**src/rtl/pdcch_frame_pkg.sv**
```systemverilog
// rtl/pdcch_frame_pkg.sv - shared types, header field widths and header packing for the PDCCH frame builder
package pdcch_frame_pkg;
  localparam int HDR_CFG_LEN_W = 10;
  localparam int HDR_NPKT_W    = 54;
  localparam int FRAME_W       = HDR_CFG_LEN_W + HDR_NPKT_W;

  typedef enum logic [1:0] {IDLE, HDR, CFG, DAT} state_t;

  function automatic logic [FRAME_W-1:0] hdr_pack(input logic [HDR_NPKT_W-1:0]    npkt,
                                                  input logic [HDR_CFG_LEN_W-1:0] cfg_len);
    return {npkt, cfg_len};
  endfunction
endpackage

```
**src/rtl/pdcch_frame_builder_if.sv**
```systemverilog
// rtl/pdcch_frame_builder_if.sv - request, config, data and frame stream bundle for the PDCCH frame builder
interface pdcch_frame_builder_if;
  import pdcch_frame_pkg::*;

  logic [HDR_CFG_LEN_W-1:0] s_axis_req_cfg_len;
  logic [HDR_NPKT_W-1:0]    s_axis_req_num_pkts;
  logic                     s_axis_req_valid;
  logic                     s_axis_req_ready;
  logic [FRAME_W-1:0]       s_axis_cfg_data;
  logic                     s_axis_cfg_last;
  logic                     s_axis_cfg_valid;
  logic                     s_axis_cfg_ready;
  logic [FRAME_W-1:0]       s_axis_dat_data;
  logic                     s_axis_dat_valid;
  logic                     s_axis_dat_ready;
  logic [FRAME_W-1:0]       m_axis_frame_data;
  logic                     m_axis_frame_valid;
  logic                     m_axis_frame_last;
  logic                     m_axis_frame_ready;
  logic                     frame_err;

  modport slave (
    input  s_axis_req_cfg_len, s_axis_req_num_pkts, s_axis_req_valid,
    input  s_axis_cfg_data, s_axis_cfg_last, s_axis_cfg_valid,
    input  s_axis_dat_data, s_axis_dat_valid, m_axis_frame_ready,
    output s_axis_req_ready, s_axis_cfg_ready, s_axis_dat_ready,
    output m_axis_frame_data, m_axis_frame_valid, m_axis_frame_last, frame_err
  );

  modport master (
    output s_axis_req_cfg_len, s_axis_req_num_pkts, s_axis_req_valid,
    output s_axis_cfg_data, s_axis_cfg_last, s_axis_cfg_valid,
    output s_axis_dat_data, s_axis_dat_valid, m_axis_frame_ready,
    input  s_axis_req_ready, s_axis_cfg_ready, s_axis_dat_ready,
    input  m_axis_frame_data, m_axis_frame_valid, m_axis_frame_last, frame_err
  );
endinterface

```
**src/rtl/pdcch_frame_builder_axis_out_slice.sv**
```systemverilog
// rtl/pdcch_frame_builder_axis_out_slice.sv - one-entry registered output stage holding data/last under backpressure
module axis_out_slice #(
  parameter int W = 64
) (
  input  logic         clk,
  input  logic         reset_n,
  input  logic         load,
  input  logic [W-1:0] in_data,
  input  logic         in_last,
  output logic         free,
  output logic [W-1:0] m_data,
  output logic         m_last,
  output logic         m_valid,
  input  logic         m_ready
);
  assign free = !m_valid || m_ready;

  always_ff @(posedge clk or negedge reset_n) begin
    if (!reset_n) begin
      m_data  <= '0;
      m_last  <= 1'b0;
      m_valid <= 1'b0;
    end else if (free) begin
      m_valid <= load;
      if (load) begin
        m_data <= in_data;
        m_last <= in_last;
      end
    end
  end
endmodule

```
**src/rtl/pdcch_frame_builder.sv**
```systemverilog
// rtl/pdcch_frame_builder.sv - merges a frame request, config stream and data stream into one header-led frame
module pdcch_frame_builder
  import pdcch_frame_pkg::*;
#(
  parameter int DATA_WIDTH    = 64,
  parameter int MAX_CFG_WORDS = 15
) (
  input  logic                 clk,
  input  logic                 reset_n,
  pdcch_frame_builder_if.slave bus
);
  state_t                   state;
  logic [HDR_CFG_LEN_W-1:0] cfg_len_q;
  logic [HDR_CFG_LEN_W-1:0] cfg_cnt;
  logic [HDR_NPKT_W-1:0]    pkt_cnt;
  logic                     req_ready_q;
  logic                     frame_err_q;
  logic                     out_free;
  logic                     out_load;
  logic                     out_last;
  logic [DATA_WIDTH-1:0]    out_data;

  wire req_hs    = bus.s_axis_req_valid && req_ready_q;
  wire req_bad   = (bus.s_axis_req_cfg_len > HDR_CFG_LEN_W'(MAX_CFG_WORDS)) ||
                   (bus.s_axis_req_num_pkts == '0);
  wire cfg_ready = (state == CFG) && out_free;
  wire dat_ready = (state == DAT) && out_free;
  wire cfg_hs    = cfg_ready && bus.s_axis_cfg_valid;
  wire dat_hs    = dat_ready && bus.s_axis_dat_valid;
  wire hdr_load  = (state == HDR) && out_free;
  wire cfg_final = (cfg_cnt == cfg_len_q - HDR_CFG_LEN_W'(1));
  wire dat_final = (pkt_cnt == HDR_NPKT_W'(1));

  assign bus.s_axis_req_ready = req_ready_q;
  assign bus.s_axis_cfg_ready = cfg_ready;
  assign bus.s_axis_dat_ready = dat_ready;
  assign bus.frame_err        = frame_err_q;

  always_comb begin
    out_load = hdr_load || cfg_hs || dat_hs;
    out_last = dat_hs && dat_final;
    out_data = DATA_WIDTH'(hdr_pack(pkt_cnt, cfg_len_q));
    if (cfg_hs)      out_data = DATA_WIDTH'(bus.s_axis_cfg_data);
    else if (dat_hs) out_data = DATA_WIDTH'(bus.s_axis_dat_data);
  end

  // req_ready is registered so it is low during reset and rises with the first IDLE cycle
  always_ff @(posedge clk or negedge reset_n) begin
    if (!reset_n) begin
      state       <= IDLE;
      cfg_len_q   <= '0;
      cfg_cnt     <= '0;
      pkt_cnt     <= '0;
      req_ready_q <= 1'b0;
      frame_err_q <= 1'b0;
    end else begin
      case (state)
        IDLE: begin
          req_ready_q <= 1'b1;
          if (req_hs) begin
            if (req_bad) begin
              frame_err_q <= 1'b1;
            end else begin
              cfg_len_q   <= bus.s_axis_req_cfg_len;
              pkt_cnt     <= bus.s_axis_req_num_pkts;
              req_ready_q <= 1'b0;
              state       <= HDR;
            end
          end
        end
        HDR: begin
          if (hdr_load) begin
            cfg_cnt <= '0;
            state   <= (cfg_len_q != '0) ? CFG : DAT;
          end
        end
        CFG: begin
          if (cfg_hs) begin
            cfg_cnt <= cfg_cnt + HDR_CFG_LEN_W'(1);
            if (bus.s_axis_cfg_last != cfg_final) frame_err_q <= 1'b1;
            if (cfg_final) state <= DAT;
          end
        end
        DAT: begin
          if (dat_hs) begin
            pkt_cnt <= pkt_cnt - HDR_NPKT_W'(1);
            if (dat_final) begin
              state       <= IDLE;
              req_ready_q <= 1'b1;
            end
          end
        end
        default: state <= IDLE;
      endcase
    end
  end

  axis_out_slice #(.W(DATA_WIDTH)) u_out (
    .clk     (clk),
    .reset_n (reset_n),
    .load    (out_load),
    .in_data (out_data),
    .in_last (out_last),
    .free    (out_free),
    .m_data  (bus.m_axis_frame_data),
    .m_last  (bus.m_axis_frame_last),
    .m_valid (bus.m_axis_frame_valid),
    .m_ready (bus.m_axis_frame_ready)
  );
endmodule

```
**src/flat_wrapper.sv**
```systemverilog
// flat-port wrapper written by rule: the top's interface ports become plain ports
module pdcch_frame_builder_flat import pdcch_frame_pkg::*;
#(
  parameter int DATA_WIDTH    = 64,
  parameter int MAX_CFG_WORDS = 15
)
  (clk, reset_n, bus_s_axis_req_cfg_len, bus_s_axis_req_num_pkts, bus_s_axis_req_valid, bus_s_axis_cfg_data, bus_s_axis_cfg_last, bus_s_axis_cfg_valid, bus_s_axis_dat_data, bus_s_axis_dat_valid, bus_m_axis_frame_ready, bus_s_axis_req_ready, bus_s_axis_cfg_ready, bus_s_axis_dat_ready, bus_m_axis_frame_data, bus_m_axis_frame_valid, bus_m_axis_frame_last, bus_frame_err);
  pdcch_frame_builder_if bus_i ();
  input  logic clk;
  input  logic reset_n;
  input wire logic [$bits(bus_i.s_axis_req_cfg_len)-1:0] bus_s_axis_req_cfg_len;
  input wire logic [$bits(bus_i.s_axis_req_num_pkts)-1:0] bus_s_axis_req_num_pkts;
  input wire logic [$bits(bus_i.s_axis_req_valid)-1:0] bus_s_axis_req_valid;
  input wire logic [$bits(bus_i.s_axis_cfg_data)-1:0] bus_s_axis_cfg_data;
  input wire logic [$bits(bus_i.s_axis_cfg_last)-1:0] bus_s_axis_cfg_last;
  input wire logic [$bits(bus_i.s_axis_cfg_valid)-1:0] bus_s_axis_cfg_valid;
  input wire logic [$bits(bus_i.s_axis_dat_data)-1:0] bus_s_axis_dat_data;
  input wire logic [$bits(bus_i.s_axis_dat_valid)-1:0] bus_s_axis_dat_valid;
  input wire logic [$bits(bus_i.m_axis_frame_ready)-1:0] bus_m_axis_frame_ready;
  output wire logic [$bits(bus_i.s_axis_req_ready)-1:0] bus_s_axis_req_ready;
  output wire logic [$bits(bus_i.s_axis_cfg_ready)-1:0] bus_s_axis_cfg_ready;
  output wire logic [$bits(bus_i.s_axis_dat_ready)-1:0] bus_s_axis_dat_ready;
  output wire logic [$bits(bus_i.m_axis_frame_data)-1:0] bus_m_axis_frame_data;
  output wire logic [$bits(bus_i.m_axis_frame_valid)-1:0] bus_m_axis_frame_valid;
  output wire logic [$bits(bus_i.m_axis_frame_last)-1:0] bus_m_axis_frame_last;
  output wire logic [$bits(bus_i.frame_err)-1:0] bus_frame_err;
  assign bus_i.s_axis_req_cfg_len = bus_s_axis_req_cfg_len;
  assign bus_i.s_axis_req_num_pkts = bus_s_axis_req_num_pkts;
  assign bus_i.s_axis_req_valid = bus_s_axis_req_valid;
  assign bus_i.s_axis_cfg_data = bus_s_axis_cfg_data;
  assign bus_i.s_axis_cfg_last = bus_s_axis_cfg_last;
  assign bus_i.s_axis_cfg_valid = bus_s_axis_cfg_valid;
  assign bus_i.s_axis_dat_data = bus_s_axis_dat_data;
  assign bus_i.s_axis_dat_valid = bus_s_axis_dat_valid;
  assign bus_i.m_axis_frame_ready = bus_m_axis_frame_ready;
  assign bus_s_axis_req_ready = bus_i.s_axis_req_ready;
  assign bus_s_axis_cfg_ready = bus_i.s_axis_cfg_ready;
  assign bus_s_axis_dat_ready = bus_i.s_axis_dat_ready;
  assign bus_m_axis_frame_data = bus_i.m_axis_frame_data;
  assign bus_m_axis_frame_valid = bus_i.m_axis_frame_valid;
  assign bus_m_axis_frame_last = bus_i.m_axis_frame_last;
  assign bus_frame_err = bus_i.frame_err;
  pdcch_frame_builder #(.DATA_WIDTH(DATA_WIDTH), .MAX_CFG_WORDS(MAX_CFG_WORDS)) u_core (.clk(clk), .reset_n(reset_n), .bus(bus_i));
endmodule
```
**config.mk**
```make
export PLATFORM = sky130hd
export DESIGN_NAME = pdcch_frame_builder_flat
export DESIGN_NICKNAME = d
export VERILOG_FILES = /design/src/rtl/pdcch_frame_pkg.sv /design/src/rtl/pdcch_frame_builder_if.sv /design/src/rtl/pdcch_frame_builder_axis_out_slice.sv /design/src/rtl/pdcch_frame_builder.sv /design/src/flat_wrapper.sv
export SDC_FILE = /design/constraint.sdc
export NUM_CORES = 1
export LEC_CHECK = 0
export BUFFER_PORTS_ARGS = -buffer_cell sky130_fd_sc_hd__clkbuf_2
export CAP_MARGIN = 20
export CORE_ASPECT_RATIO = 0.6
export CORE_MARGIN = 10
export CORE_UTILIZATION = 52
export DETAILED_ROUTE_END_ITERATION = 16
export GPL_ROUTABILITY_DRIVEN = 0
export MAX_ROUTING_LAYER = met4
export PLACE_DENSITY = 0.86
export SLEW_MARGIN = 40
export SYNTH_ARGS = -nofsm -noshare
export SYNTH_HDL_FRONTEND = slang
export SYNTH_SLANG_ARGS = --single-unit
```
**constraint.sdc**
```tcl
create_clock -name clk -period 2.9 [get_ports clk]
set_input_delay 0.435 -clock clk [delete_from_list [all_inputs] [get_ports clk]]
set_output_delay 0.435 -clock clk [all_outputs]
set_load 0.03 [all_outputs]
```
==> flow_metrics.py, run 1 <==
metrics = {
    "pwr": {
        "swShare_pct": 46.82,
        "cellPowerDensity_nw_per_um2": 1192,
        "power_frac_comb_pct": 52.9,
        "power_frac_seq_pct": 29.2,
        "p_clk_share_pct": 17.9,
        "p_leak_nw": 5.126,
        "intPower_mw": 6.996,
        "ir_worst_vdd_mv": 0.8622,
        "p_sw_mw": 6.160,
    },
    "setup_path": {
        "critPathMaxFanout": 9,
        "cpPeakStageDelay_ns": 0.61,
        "path_buf_inv": 2,
        "r2r_end": "u_core.pkt_cnt[44]$_DFFE_PN0P_",
        "cp.arrival_ns": 3.08,
        "critPathSlowestCell": "or3b_2",
        "crit_chain": "inv_1, ha_1, or3b_2, nor3_4, nand3_1, or2_1, nor3_1, buf_4, a41o_1, a21oi_1",
        "start_kind": "register",
        "r2r_slack_ns": 0.09,
        "crit_family": "simple AND/OR/NAND/NOR gates",
        "worstPathRequired_ns": 3.17,
        "r2r_cells": 10,
        "crit_type": "reg -> reg",
        "r2r_start": "u_core.pkt_cnt[1]$_DFFE_PN0P_",
        "critical_path.endpoint_type": "register",
    },
    "global_route": {
        "grt_pass1_vias": 9103,
        "grt_max_degree": 99,
        "grt.total_usage_pct": 26.48,
        "grt_pass1_wl_mm": 47.52,
        "grt_antenna_before_repair": 0,
        "grt-ovfl-total": 0,
    },
    "floorplan": {
        "die_w_microns": 186.5,
        "core-area_sq_um": 16260,
        "die_y_microns": 119.9,
        "rows": 36,
        "io_pins": 269,
        "start_util_pct": 53.20,
        "dieArea_sq_um": 22370,
    },
    "logic_synthesis": {
        "synth_top_area_share_pct": 41.65,
        "ys_warn_count": 0,
        "async_flop_share_pct": 100.0,
        "synth_flop_cell": "dfrtp_1",
        "ys_types": 59,
        "syn_area_per_cell_sq_um": 7.779,
        "synthTopCellsByArea": "dfrtp_1 42%, a21oi_1 11%, nand2_1 10%",
        "netlist_area_sq_um": 8651,
        "yosys.area.top_type": "dfrtp_1",
        "syn-num-nets": 1319,
        "ys_seq_elements": 144,
        "synthCells": 1112,
        "ys_seq_area_share_pct": 41.65,
        "synth_edf_count": 0,
    },
    "flow_run": {
        "drv_cap": 0,
    },
    "timing": {
        "hold_violations": 8,
        "finalSetupTns_ns": 0,
        "maxSlewViolCount": 0,
        "skew_ns": 0.009902,
        "fin_crit_ns": 2.806,
        "slew_headroom_pct": 54.20,
        "fmax_ghz": 0.3564,
        "setup-violations-final": 0,
        "worst_hold_slack_ns": -0.01170,
        "post-route-period-util_pct": 96.76,
        "tightest_slew_ns": 0.6870,
        "grt_setup_unrepaired": "no",
    },
    "finish": {
        "final_cell_mix": "267 x clkbuf_2, 229 x nand2_1, 183 x a21oi_1, 144 x dfrtp_1, 94 x o21ai_0",
        "num_antenna_cells": 0,
        "multi_input_area_sq_um": 4696,
        "layout.cells.non_filler": 1600,
        "fillCellCount": 1353,
        "areaGrowthSynthToFinish_pct": 27.58,
        "final_nets": 1568,
        "drive_above_1_share_pct": 26.82,
        "regArea_sq_um": 3603,
        "layout_commonest_cell": "clkbuf_2",
    },
    "place": {
        "hpwl_mm": 22.24,
        "placed_cells": 1570,
        "port_buffers": 268,
    },
    "detailed_routing": {
        "wire_per_inst_microns": 18.77,
        "drt_iter0_drc": 974,
        "totalWireLength_mm": 30.03,
        "drtPass1Iterations": 5,
        "avgViaCountPerCell": 5.878,
        "drc_errors": 0,
        "route.vias.total": 9404,
        "ant_nets": 0,
    },
    "cts": {
        "cts_resized": 0,
        "cts_buffers": 17,
        "cts_max_path_buffers": 2,
        "cts-hold-fix-buffers": 0,
        "cts_tree": "yes",
        "clkTransAtPathRegs_ns": 0.06,
        "clkLatencyLatePin_ns": 0.42,
        "numClockSinks": 144,
        "root_buffer": "clkbuf_16",
        "postCtsSetupBuffers": 0,
        "htreeDepth": 4,
    },
    "run_status": {
        "outcome": "finished, violations left",
        "violations": "hold timing",
    },
    "min_path": {
        "hold_path.class": "in -> async",
    },
}
==> flip-flops by register name, summed over array words and instances (netlist names) <==
register and cells:
u_core.bus.frame_err 1, u_core.bus.s_axis_req_ready 1, u_core.cfg_cnt 10, u_core.cfg_len_q 10, u_core.pkt_cnt 54, u_core.state 2
u_core.u_out.m_data 64, u_core.u_out.m_last 1, u_core.u_out.m_valid 1
==> worst max path at each step <==
stage                             startpoint                        endpoint  depth (start not counted)
6_report       u_core.pkt_cnt[1]$_DFFE_PN0P_  u_core.pkt_cnt[44]$_DFFE_PN0P_                         10
4_1_cts        u_core.pkt_cnt[1]$_DFFE_PN0P_  u_core.pkt_cnt[36]$_DFFE_PN0P_                          9
5_1_grt        u_core.pkt_cnt[1]$_DFFE_PN0P_  u_core.pkt_cnt[44]$_DFFE_PN0P_                         10
2_1_floorplan    u_core.state[0]$_DFFE_PN0P_  u_core.pkt_cnt[32]$_DFFE_PN0P_                         11
3_3_place_gp       bus_s_axis_req_cfg_len[9]  u_core.pkt_cnt[10]$_DFFE_PN0P_                          6
3_5_place_dp     bus_s_axis_req_num_pkts[19]  u_core.pkt_cnt[11]$_DFFE_PN0P_                         11
==> synthesized netlist by cell type, drive strengths merged (2+ instances only) <==
cell and instances:
ha 8, dfrtp 144, and2 2, nor4b 2, xor2 11, a31o 5, a22oi 3, nand3 16
o22ai 29, xnor2 7, and3 6, o22a 11, o32ai 8, nor2b 11, nand2 231, mux2i 4
a41oi 3, nor3b 2, a2bb2oi 12, nand4b 2, or2 4, nand2b 4, and4 7, o31ai 3
mux2 3, buf 19, inv 21, a21oi 183, a31oi 15, a22o 3, o21a 8, o21ai 94
nand4 16, or4 5, a21o 2, or3 8, nor4 28, clkbuf 59, a41o 2, nor2 63
nor3 40
==> layout make-up <==
class | count | area share [%]
multi-input cells | 868 | 42.55
repair buffers | 308 | 15.89
well taps | 228 | 2.585
clock inverters | 13 | 1.723
clock buffers | 17 | 3.854
inverters | 22 | 0.7482
flip-flops and latches | 144 | 32.65
==> stage by stage <==
stage | setup slack [ns] | util (%) | hold WS, ns | total power, mW | instance area (sq um)
after floorplan | 0.1051 | - | 0.1394 | 8.476 | 8651
after CTS | 0.06862 | 67.82 | 0.005594 | 13.11 | 11030
after global routing | 0.01264 | 67.87 | 0.01616 | 14.10 | 11040
after detailed placement | -0.1026 | 64.04 | 0.4538 | 10.73 | 10410
final | 0.09408 | 67.87 | -0.01170 | 13.16 | 11040
after global placement | -0.1565 | 63.70 | 0.4558 | 10.32 | 10360
==> metal layers <==
layer	up-vias	GRT usage [%]	part of all wire, %
met3	26	7.403	10
met5	-	-	0
li1	4496	-	-
met4	0	6.068	1.2
met1	4380	36.58	46
met2	502	37.76	43
==> cell families after synthesis <==
logic type,after synthesis,synth area share [%]
adder cells (fa/ha/maj),8,1.157
multiplexers,7,0.8533
XOR/XNOR,18,1.822
buffers and inverters,100,4.498
AO/OA/AOI/OAI,385,25.53
AND/OR/NAND/NOR,450,24.49
flip-flops,144,41.65
==> power groups by stage <==
stage	Sequential, mW	Clock [mW]	Combinational [mW]
floorplan	4.45	0	4.03
global placement	3.78	0	6.54
detailed placement	3.82	0	6.90
CTS	3.80	2.38	6.93
global route	3.96	2.46	7.68
finish	3.84	2.35	6.96
Note: power is estimated with default switching activity, not from simulation.
==> run 2: changes to the inputs <==
--- a/config.mk
+++ b/config.mk
@@ -5,15 +5,15 @@
 export SDC_FILE = /design/constraint.sdc
 export NUM_CORES = 1
 export LEC_CHECK = 0
-export BUFFER_PORTS_ARGS = -buffer_cell sky130_fd_sc_hd__clkbuf_2
 export CAP_MARGIN = 20
 export CORE_ASPECT_RATIO = 0.6
 export CORE_MARGIN = 10
-export CORE_UTILIZATION = 52
+export CORE_UTILIZATION = 60
 export DETAILED_ROUTE_END_ITERATION = 16
+export DONT_BUFFER_PORTS = 1
 export GPL_ROUTABILITY_DRIVEN = 0
 export MAX_ROUTING_LAYER = met4
-export PLACE_DENSITY = 0.86
+export PLACE_DENSITY = 0.81
 export SLEW_MARGIN = 40
 export SYNTH_ARGS = -nofsm -noshare
 export SYNTH_HDL_FRONTEND = slang
==> constraint.sdc (replaced) <==
create_clock -name clk -period 2.8 [get_ports clk]
set_input_delay 0.42 -clock clk [delete_from_list [all_inputs] [get_ports clk]]
set_output_delay 0.42 -clock clk [all_outputs]
set_load 0.03 [all_outputs]
==> flow_metrics.py, run 2 (synthesis gave the netlist of run 1 again) <==
metrics = {
    "run_status": {
        "outcome": "finished, violations left",
        "violations": "hold timing",
    },
    "min_path": {
        "hold_path.class": "in -> async",
    },
    "place": {
        "placed_area_sq_um": 9133,
        "port_buffers": 0,
        "hpwl_mm": 21.14,
        "place_ws_ns": -0.05207,
    },
    "detailed_routing": {
        "drtPass1Iterations": 5,
        "totalWireLength_mm": 29.01,
        "route.vias.total": 8612,
        "wire_per_inst_microns": 22.11,
        "drt_iter0_drc": 1084,
        "avgViaCountPerCell": 6.564,
        "ant_nets": 0,
        "drc_errors": 0,
    },
    "cts": {
        "postCtsSetupBuffers": 0,
        "cts_max_path_buffers": 2,
        "cts_buffers": 17,
        "cts_tree": "yes",
        "numClockSinks": 144,
        "clkTransAtPathRegs_ns": 0.06,
        "htreeDepth": 4,
        "root_buffer": "clkbuf_16",
        "clkLatencyLatePin_ns": 0.43,
    },
    "floorplan": {
        "die_w_microns": 175.0,
        "start_util_pct": 62.36,
        "dieArea_sq_um": 19780,
        "die_y_microns": 113.0,
        "rows": 33,
        "io_pins": 269,
        "core-area_sq_um": 13870,
    },
    "global_route": {
        "grt.total_usage_pct": 29.25,
        "grt-ovfl-total": 0,
        "grt_pass1_wl_mm": 45.64,
        "grt_max_degree": 145,
        "grt_antenna_before_repair": 0,
        "grt_pass1_vias": 8119,
    },
    "finish": {
        "largest_register_ffs": 64,
        "multi_input_area_sq_um": 4696,
        "largest-register": "u_core.u_out.m_data",
        "num_antenna_cells": 0,
        "stdcell_area_sq_um": 9779,
        "areaGrowthSynthToFinish_pct": 13.05,
        "final_cell_mix": "229 x nand2_1, 183 x a21oi_1, 144 x dfrtp_1, 93 x o21ai_0, 62 x nor2_1",
        "top_regs": "u_core.u_out.m_data x64, u_core.pkt_cnt x54",
        "layout_commonest_cell": "nand2_1",
        "drive_above_1_share_pct": 10.18,
        "fillCellCount": 1140,
        "final_nets": 1315,
        "regArea_sq_um": 3603,
    },
    "timing": {
        "maxSlewViolCount": 0,
        "slew_headroom_pct": 57.58,
        "worst_hold_slack_ns": -0.3153,
        "grt_setup_unrepaired": "no",
        "finalSetupTns_ns": 0,
        "skew_ns": 0.01538,
        "worst_slack_ns": 0.08677,
        "fin_crit_ns": 2.713,
        "fmax_ghz": 0.3686,
        "hold_violations": 144,
        "post-route-period-util_pct": 96.90,
        "setup-violations-final": 0,
        "tightest_slew_ns": 0.6362,
    },
    "pwr": {
        "ir_worst_vdd_mv": 0.7164,
        "total_power_mw": 13.30,
        "p_leak_nw": 4.085,
        "cellPowerDensity_nw_per_um2": 1360,
    },
    "setup_path": {
        "worstPathRequired_ns": 3.11,
        "crit_type": "reg -> reg",
        "start_kind": "register",
        "cp.arrival_ns": 3.02,
        "critical_path.endpoint_type": "register",
        "critPathMaxFanout": 6,
        "cpPeakStageDelay_ns": 0.58,
        "crit_chain": "or4_4, or3_1, nor4_2, buf_4, a21o_1, a21oi_1, nor3b_1",
        "critPathSlowestCell": "or4_4",
    },
    "flow_run": {
        "drv_cap": 0,
    },
}
==> run 2: changes by cell type in the layout (fill, tap and decap cells not counted), sizes merged <==
cell,previous run,this run
bufinv,4,5
inv,22,24
clkinvlp,3,2
clkbuf,284,19
clkinv,6,3
buf,41,55
==> run 2: per-layer routing <==
layer | GRT usage (%) | part of all wire (%) | up-vias
li1 | - | - | 3990
met1 | 40.04 | 43 | 4065
met2 | 41.83 | 44 | 524
met3 | 9.163 | 12 | 33
met4 | 5.849 | 1.2 | 0
met5 | - | 0 | -
==> run 2: final timing paths <==
kind	start	to	slack, ns	cells past startpoint
hold reg to reg	u_core.pkt_cnt[23]$_DFFE_PN0P_	u_core.pkt_cnt[23]$_DFFE_PN0P_	0.57	1
setup / recovery	u_core.pkt_cnt[42]$_DFFE_PN0P_	u_core.state[0]$_DFFE_PN0P_	0.09	7
setup reg to reg	u_core.pkt_cnt[42]$_DFFE_PN0P_	u_core.state[0]$_DFFE_PN0P_	0.09	7
min in group clk	bus_s_axis_req_cfg_len[1]	u_core.cfg_len_q[1]$_DFFE_PN0P_	0.12	2
max in group asynchronous	reset_n	u_core.pkt_cnt[47]$_DFFE_PN0P_	2.81	0
hold / removal	reset_n	u_core.u_out.m_data[14]$_DFFE_PN0P_	-0.32	0
==> run 2: layout make-up <==
type	count	share of cell area [%]
clock buffers	19	4.427
multi-input cells	868	48.02
flip-flops and latches	144	36.85
well taps	192	2.456
clock inverters	12	2.098
inverters	22	0.8444
repair buffers	55	5.310
==> run 2: critical path, delay by kind of cell (launching register included) <==
kind	cells	cell delay, ns
and+or+nand+nor	4	1.65
AOI/OAI and AO/OA	2	0.32
DFF	1	0.44
buffers and inverters	1	0.19
==> run 2: per-stage QoR <==
stage / utilization [%] / std cells
5_1_grt: 70.49 / 1312
2_1_floorplan: - / 1112
3_3_place_gp: 65.43 / 1279
4_1_cts: 70.43 / 1312
6_report: 70.49 / 1312
3_5_place_dp: 65.83 / 1281
==> run 2: timing repair <==
action | in CTS | in global routing
endpoints found under the setup margin | 0 | 4
hold endpoints to repair | 144 | 144
resized for setup | 0 | 2
==> run 2: power breakdown <==
group          total (mW)  leakage (nW)  switching, mW  internal [mW]
Sequential           4.92          1.74           1.90           3.02
Combinational        5.86          2.04           3.42           2.44
Clock                2.52         0.304          0.938           1.59
==> run 3: changes to the inputs <==
--- a/config.mk
+++ b/config.mk
@@ -7,7 +7,6 @@
 export LEC_CHECK = 0
 export CAP_MARGIN = 20
 export CORE_ASPECT_RATIO = 0.6
-export CORE_MARGIN = 10
 export CORE_UTILIZATION = 60
 export DETAILED_ROUTE_END_ITERATION = 16
 export DONT_BUFFER_PORTS = 1
==> constraint.sdc (replaced) <==
create_clock -name clk -period 3.3 [get_ports clk]
set_input_delay 0.495 -clock clk [delete_from_list [all_inputs] [get_ports clk]]
set_output_delay 0.495 -clock clk [all_outputs]
set_load 0.03 [all_outputs]
==> flow_metrics.py, run 3 (synthesis gave the netlist of run 1 again) <==
metrics = {
    "finish": {
        "fillCellCount": 1201,
        "regArea_sq_um": 3603,
        "postLayoutCoreUtil_pct": 67.68,
        "layout_commonest_cell": "nand2_1",
        "largest-register": "u_core.u_out.m_data",
        "largest_register_ffs": 64,
        "top_regs": "u_core.u_out.m_data x64, u_core.pkt_cnt x54",
        "final_cell_mix": "229 x nand2_1, 183 x a21oi_1, 144 x dfrtp_1, 94 x o21ai_0, 62 x nor2_1",
        "num_antenna_cells": 0,
        "multi_input_area_sq_um": 4691,
        "final_nets": 1282,
        "areaGrowthSynthToFinish_pct": 8.533,
        "drive_above_1_share_pct": 7.445,
    },
    "detailed_routing": {
        "drtPass1Iterations": 5,
        "wire_per_inst_microns": 20.08,
        "drt_iter0_drc": 916,
        "drc_errors": 0,
        "route.vias.total": 8426,
        "ant_nets": 0,
        "avgViaCountPerCell": 6.583,
        "totalWireLength_mm": 25.70,
    },
    "timing": {
        "post-route-period-util_pct": 92.75,
        "fmax_ghz": 0.3267,
        "maxSlewViolCount": 0,
        "setup-violations-final": 0,
        "worst_hold_slack_ns": -0.2386,
        "hold_violations": 144,
        "tightest_slew_ns": 0.7366,
        "grt_setup_unrepaired": "no",
        "skew_ns": 0.01128,
        "worst_slack_ns": 0.2391,
        "slew_headroom_pct": 50.52,
        "fin_crit_ns": 3.061,
        "finalSetupTns_ns": 0,
    },
    "global_route": {
        "grt_pass1_vias": 7572,
        "grt_antenna_before_repair": 0,
        "grt.total_usage_pct": 35.59,
        "grt_pass1_wl_mm": 39.76,
        "grt-ovfl-total": 0,
        "grt_max_degree": 145,
    },
    "place": {
        "port_buffers": 0,
        "hpwl_mm": 18.09,
        "place_ws_ns": 0.2930,
    },
    "floorplan": {
        "dieArea_sq_um": 14920,
        "start_util_pct": 62.36,
        "io_pins": 269,
        "die_y_microns": 95.01,
        "rows": 33,
        "die_w_microns": 157.0,
        "core-area_sq_um": 13870,
    },
    "flow_run": {
        "drv_cap": 0,
    },
    "min_path": {
        "hold_path.class": "in -> async",
    },
    "cts": {
        "clkLatencyLatePin_ns": 0.42,
        "root_buffer": "clkbuf_16",
        "cts_buffers": 17,
        "numClockSinks": 144,
        "clkTransAtPathRegs_ns": 0.06,
        "postCtsSetupBuffers": 0,
        "cts_tree": "yes",
        "htreeDepth": 4,
        "cts_max_path_buffers": 2,
    },
    "setup_path": {
        "critical_path.endpoint_type": "register",
        "critPathMaxFanout": 9,
        "cp.arrival_ns": 3.34,
        "worstPathRequired_ns": 3.58,
        "start_kind": "register",
        "crit_type": "reg -> reg",
    },
    "pwr": {
        "total_power_mw": 10.67,
        "cellPowerDensity_nw_per_um2": 1137,
        "ir_worst_vdd_mv": 0.4862,
        "p_leak_nw": 3.842,
    },
    "run_status": {
        "outcome": "finished, violations left",
        "violations": "hold timing",
    },
}
-- run 3: cell types whose count changed in the layout (fill, tap and decap cells not counted), moves of 2 or more --
cell / change
buf_4: -30
bufinv_16: -5
clkinvlp_4: +5
inv_6: +2
buf_12: -3
-- run 3: area by class of cell --
cell class	count	share of cell area [%]
tap	192	2.559
clock inverter	13	1.119
sequential	144	38.38
clock buffer	19	4.611
multi-input combinational	868	49.96
timing repair buffer	22	2.492
inverter	22	0.8795
-- run 3: timing repair --
action	in CTS	in global routing
setup endpoints to repair	0	0
resized for setup	0	0
endpoints found under the hold margin	144	144
-- run 3: metal layers --
| metal | wire (microns) | track usage [%] |
|---|---|---|
| met1 | 11210 | 48.35 |
| met3 | 2828 | 9.864 |
| met5 | 0 | - |
| met4 | 557 | 11.81 |
| met2 | 11100 | 51.41 |
-- run 3: path summary, 6_finish.rpt --
kind	to	startpoint	slack, ns	cells past startpoint
worst max-delay path	u_core.pkt_cnt[44]$_DFFE_PN0P_	u_core.pkt_cnt[1]$_DFFE_PN0P_	0.24	9
worst min-delay path	u_core.u_out.m_data[14]$_DFFE_PN0P_	reset_n	-0.24	0
worst max register to register	u_core.pkt_cnt[44]$_DFFE_PN0P_	u_core.pkt_cnt[1]$_DFFE_PN0P_	0.24	9
worst min register to register	u_core.pkt_cnt[20]$_DFFE_PN0P_	u_core.pkt_cnt[20]$_DFFE_PN0P_	0.57	1
max in group asynchronous	u_core.u_out.m_data[57]$_DFFE_PN0P_	reset_n	3.30	0
min in group clk	u_core.cfg_len_q[3]$_DFFE_PN0P_	bus_s_axis_req_cfg_len[3]	0.20	2
-- run 3: critical path, cell delays in order, from the launching register on --
cell	delay, ns
dfrtp_1	0.45
inv_1	0.11
ha_1	0.19
or3b_2	0.59
nor3_4	0.35
nand3_1	0.25
or2_1	0.32
nor3_1	0.34
a41o_1	0.24
a21oi_1	0.07
-- run 3: through the flow --
stage          std cells  area [sq um]
2_1_floorplan       1112          8651
3_3_place_gp        1246          8792
3_5_place_dp        1248          8847
4_1_cts             1280          9385
5_1_grt             1280          9389
6_report            1280          9389
-- run 3: power breakdown --
part / total, mW / switching [mW] / internal (mW)
combinational: 4.68 / 2.76 / 1.92
clock: 1.78 / 0.811 / 0.972
sequential: 4.21 / 1.65 / 2.56
